### config.mk
export PLATFORM = sky130hd
export DESIGN_NAME = apb_cmd_master
export DESIGN_NICKNAME = d
export VERILOG_FILES = /design/src/rtl/apb_cmd_master.sv
export SDC_FILE = /design/constraint.sdc
export NUM_CORES = 1
export LEC_CHECK = 0
export CAP_MARGIN = 20
export CORE_UTILIZATION = 30
export DETAILED_ROUTE_END_ITERATION = 6
export GPL_TIMING_DRIVEN = 0
export PLACE_DENSITY = 0.5
export SYNTH_ARGS = -nofsm -noshare
export SYNTH_HDL_FRONTEND = slang
export SYNTH_SLANG_ARGS = --single-unit
### constraint.sdc
create_clock -name PCLK -period 8.9 [get_ports PCLK]
set_input_delay 2.67 -clock PCLK [delete_from_list [all_inputs] [get_ports PCLK]]
set_output_delay 2.67 -clock PCLK [all_outputs]
set_load 0.005 [all_outputs]
### src/rtl/apb_cmd_master.sv
// APB3 initiator fed by a small command FIFO of register reads/writes.
// One response (read data, slave error, timeout) is produced per command, in order.
module apb_cmd_master #(
    parameter int ADDR_W  = 32,
    parameter int DATA_W  = 32,
    parameter int DEPTH   = 4,
    parameter int TIMEOUT = 255
) (
    input  logic              PCLK,
    input  logic              PRESET,
    input  logic              cmd_valid,
    output logic              cmd_ready,
    input  logic              cmd_write,
    input  logic [ADDR_W-1:0] cmd_addr,
    input  logic [DATA_W-1:0] cmd_wdata,
    output logic              rsp_valid,
    output logic [DATA_W-1:0] rsp_rdata,
    output logic              rsp_err,
    output logic              rsp_timeout,
    output logic              busy,
    output logic [ADDR_W-1:0] PADDR,
    output logic              PSEL,
    output logic              PENABLE,
    output logic              PWRITE,
    output logic [DATA_W-1:0] PWDATA,
    input  logic [DATA_W-1:0] PRDATA,
    input  logic              PREADY,
    input  logic              PSLVERR
);

    localparam int PTR_W = $clog2(DEPTH);
    localparam int CMD_W = 1 + ADDR_W + DATA_W;
    // Counter only needs to reach TIMEOUT-1; a zero TIMEOUT leaves it free-running and unused.
    localparam int CNT_W = (TIMEOUT > 1) ? $clog2(TIMEOUT) : 1;
    localparam logic [CNT_W-1:0] CNT_LAST = CNT_W'((TIMEOUT > 0) ? TIMEOUT - 1 : 0);

    typedef enum logic [1:0] {
        IDLE,
        SETUP,
        ACCESS
    } state_t;

    state_t            state_reg;
    logic [CMD_W-1:0]  mem [DEPTH];
    logic [PTR_W:0]    wr_ptr_reg;
    logic [PTR_W:0]    rd_ptr_reg;
    logic [CNT_W-1:0]  tmo_cnt_reg;
    logic [CMD_W-1:0]  head;
    logic              full;
    logic              empty;
    logic              push;
    logic              pop;

    // Full when the pointers differ only in the wrap bit.
    assign full      = (wr_ptr_reg ^ rd_ptr_reg) == {1'b1, {PTR_W{1'b0}}};
    assign empty     = (wr_ptr_reg == rd_ptr_reg);
    assign cmd_ready = !full;
    assign push      = cmd_valid && !full;
    assign pop       = (state_reg == IDLE) && !empty;
    assign busy      = !empty || (state_reg != IDLE);
    assign head      = mem[rd_ptr_reg[PTR_W-1:0]];

    always_ff @(posedge PCLK) begin
        if (push) begin
            mem[wr_ptr_reg[PTR_W-1:0]] <= {cmd_write, cmd_addr, cmd_wdata};
        end
    end

    always_ff @(posedge PCLK or posedge PRESET) begin
        if (PRESET) begin
            state_reg   <= IDLE;
            wr_ptr_reg  <= '0;
            rd_ptr_reg  <= '0;
            tmo_cnt_reg <= '0;
            PADDR       <= '0;
            PSEL        <= 1'b0;
            PENABLE     <= 1'b0;
            PWRITE      <= 1'b0;
            PWDATA      <= '0;
            rsp_valid   <= 1'b0;
            rsp_rdata   <= '0;
            rsp_err     <= 1'b0;
            rsp_timeout <= 1'b0;
        end else begin
            rsp_valid <= 1'b0;
            if (push) begin
                wr_ptr_reg <= wr_ptr_reg + 1'b1;
            end
            case (state_reg)
                IDLE: begin
                    PSEL    <= 1'b0;
                    PENABLE <= 1'b0;
                    if (pop) begin
                        rd_ptr_reg <= rd_ptr_reg + 1'b1;
                        {PWRITE, PADDR, PWDATA} <= head;
                        PSEL      <= 1'b1;
                        state_reg <= SETUP;
                    end
                end
                SETUP: begin
                    PENABLE     <= 1'b1;
                    tmo_cnt_reg <= '0;
                    state_reg   <= ACCESS;
                end
                ACCESS: begin
                    if (PREADY) begin
                        PSEL        <= 1'b0;
                        PENABLE     <= 1'b0;
                        rsp_valid   <= 1'b1;
                        rsp_rdata   <= PWRITE ? '0 : PRDATA;
                        rsp_err     <= PSLVERR;
                        rsp_timeout <= 1'b0;
                        state_reg   <= IDLE;
                    end else begin
                        tmo_cnt_reg <= tmo_cnt_reg + 1'b1;
                        if (TIMEOUT != 0 && tmo_cnt_reg == CNT_LAST) begin
                            PSEL        <= 1'b0;
                            PENABLE     <= 1'b0;
                            rsp_valid   <= 1'b1;
                            rsp_rdata   <= '0;
                            rsp_err     <= 1'b1;
                            rsp_timeout <= 1'b1;
                            state_reg   <= IDLE;
                        end
                    end
                end
                default: state_reg <= IDLE;
            endcase
        end
    end

endmodule

==> impl_metrics.ini <==
[outcome]
status = finished, violations left
violations = design-rule violations

[critical_path]
crit_path_end_kind = output pin
rrSetupSlack_ns = 6.46
path_delay_family = buffers and inverters
path_max_fanout = 5
arrival_ns = 2.24
path_buf_inv = 2
crit_path_top_delay_cell = clkdlybuf4s50_1
cp_data_required_time_ns = 6.23
cpPeakStageDelay_ns = 0.58
path_cells = clkbuf_2 -> xor2_1 -> nor2_1 -> nand3_1 -> clkdlybuf4s50_1
crit_type = reg2out
startpoint_type = register

[route]
vias_per_cell = 4.67
drc = 19
drt_iter0_markers = 544
ant_nets = 0
routed_wl_um = 32700
post_drt_wl_per_cell_um = 20.1
firstDrtPassIters = 7
dr_total_vias = 7608

[global_route]
use_met3_pct = 4.49
grt_antenna_before_repair = 3
grt-ovfl-total = 0
use_met1_pct = 17.5
grt_max_degree = 84
track_usage_pct = 13.5
busiest_layer = met2
grt_pass1_wl_um = 48900
grt_pass1_vias = 7998
use_met2_pct = 21.3

[synth]
syn_area_per_cell_sq_um = 19.6
synth-edff-count = 260
synthArstFlopShare_pct = 31.2
synthCells = 732
yosysUniqueCellTypes = 43
synth-seq-area-share_pct = 75.0
yosysTopAreaCell = edfxtp_1
ys_seq_elements = 378
synthesis.area_sq_um = 14300
yosysWarningCount = 0
dominantRegCellSynth = edfxtp_1
synth_area_leaders = edfxtp_1, dfrtp_1, mux4_2
synth_top_area_share_pct = 54.4
synth_fp_nets = 841

[min_path]
min-delay-path-class = reg2reg

[die]
rows = 79
fp.coreArea_sq_um = 46900
io_pins = 206
die_y_um = 221
dieArea_sq_um = 48700
start_util_pct = 30.6
chipWidth_um = 221

[clock_tree]
insertion_delay_ns = 0.57
clkSinkCount = 378
cts_tree = yes
cts_max_level = 2
holdBufCountCts = 0
cts_root_buf = clkbuf_16
cts_resized = 0
max-clock-path-buffers = 3
path_clk_slew_ns = 0.06
cts_setup_buffers = 0
numCtsBuffers = 43

[power]
ir_drop_mv = 0.155
clockPowerShare_pct = 27.2
powerDensity_nw_per_um2 = 365
netSwitchingFraction_pct = 28.5
p_seq_share_pct = 38.9
p_leak_nw = 6.62
p_total_mw = 6.87
power_switching_mw = 1.96
cell_internal_pwr_mw = 4.91
p_comb_share_pct = 33.9

[sta]
rsz0062_at_grt = no
tns_ns = 0
skew_ns = 0.0249
relSlewSlack_pct = 47.3
clock.fmax_ghz = 0.204
slew_viol_final = 0
report.final.hold_viol_count = 0
worstMarginPinSlew_ns = 0.791
period_minus_slack_ns = 4.91
setup_viol = 0
period_share_pct = 55.2

[placed_design]
port_buffers = 205
dp_hpwl_um = 20200
gp_congestion = 0.760

[finish]
area_growth_pct = 31.3
largest_register_ffs = 260
antenna_cells = 0
nNetsFinal = 1096
drive_above_1_share_pct = 22.4

[run]
drv_cap = 0
## final timing paths
kind                            cells after the start        endpoint            from
worst max-delay path                                5            busy   rd_ptr_reg[0]
worst min-delay path                                1  tmo_cnt_reg[7]  tmo_cnt_reg[7]
worst max register to register                      5      mem[1][17]   rd_ptr_reg[0]
worst min register to register                      1  tmo_cnt_reg[7]  tmo_cnt_reg[7]
max in group asynchronous                           3      PWDATA[17]          PRESET
min in group asynchronous                           2        PADDR[1]          PRESET
## metrics by stage
stage          utilization [%]  cells  cell area (sq um)  hold WS [ns]  setup slack, ns
3_5_place_dp              37.0   1549              17300         0.491             4.16
4_1_cts                   40.2   1629              18800         0.502             3.95
2_1_floorplan                -    732              14300         0.453             3.10
5_1_grt                   40.2   1629              18800         0.522             3.86
3_3_place_gp              36.6   1544              17200         0.478            0.108
6_report                  40.2   1629              18800         0.502             3.99
## cells by family after synthesis
group,after synthesis,share of synthesized area (%)
AO/OA/AOI/OAI,93,4.33
multiplexers,132,15.7
AND/OR/NAND/NOR,66,2.25
flip-flops,378,75.0
XOR/XNOR,8,0.488
adder cells (fa/ha/maj),7,0.611
buffers and inverters,48,1.59
## synthesized netlist by cell type, drive strengths merged, types with 4 or more instances
library cell / number
edfxtp: 260
dfrtp: 118
mux2: 67
mux4: 65
nand2: 38
o21ai: 37
a22oi: 33
clkbuf: 22
buf: 19
ha: 7
inv: 7
xor2: 5
nor2: 4
o311ai: 4
## worst register-to-register path, delay by kind of cell, from the launching register on
family          cells  cell delay [ns]
compound gates      1             0.31
xor+xnor            1             0.37
buf+inv             2             0.46
flops               1             0.38
simple gates        1             0.57
## area by class of cell
cell class | instances | area [sq um]
fill | 4352 | 28000
sequential | 378 | 10800
multi-input combinational | 306 | 3380
timing repair buffer | 210 | 2190
clock buffer | 59 | 1240
tap | 607 | 759
clock inverter | 21 | 274
buffer | 41 | 201
inverter | 7 | 31.3
## power groups by stage
stage	registers, mW	logic [mW]	clock network (mW)
6_report	2.68	2.33	1.87
5_1_grt	2.73	2.55	1.99
3_3_place_gp	2.74	2.34	0
3_5_place_dp	2.72	2.40	0
2_1_floorplan	2.71	1.33	0
4_1_cts	2.69	2.40	1.92
## routing by layer
layer	up-vias	wire (um)
li1	3439	-
met1	3882	14000
met2	227	15100
met3	54	2930
met4	6	656
met5	-	34
## cell usage in the layout (no fill, tap or decap), drive strengths merged, types with 7 or more instances in the layout
| cell type | synthesis | layout |
|---|---|---|
| a22oi | 33 | 33 |
| buf | 19 | 24 |
| clkbuf | 22 | 81 |
| clkdlybuf4s50 | 0 | 205 |
| clkinv | 0 | 12 |
| dfrtp | 118 | 118 |
| edfxtp | 260 | 260 |
| ha | 7 | 7 |
| inv | 7 | 9 |
| mux2 | 67 | 67 |
| mux4 | 65 | 65 |
| nand2 | 38 | 38 |
| o21ai | 37 | 37 |
No activity file was read; power rests on OpenSTA's default activity.
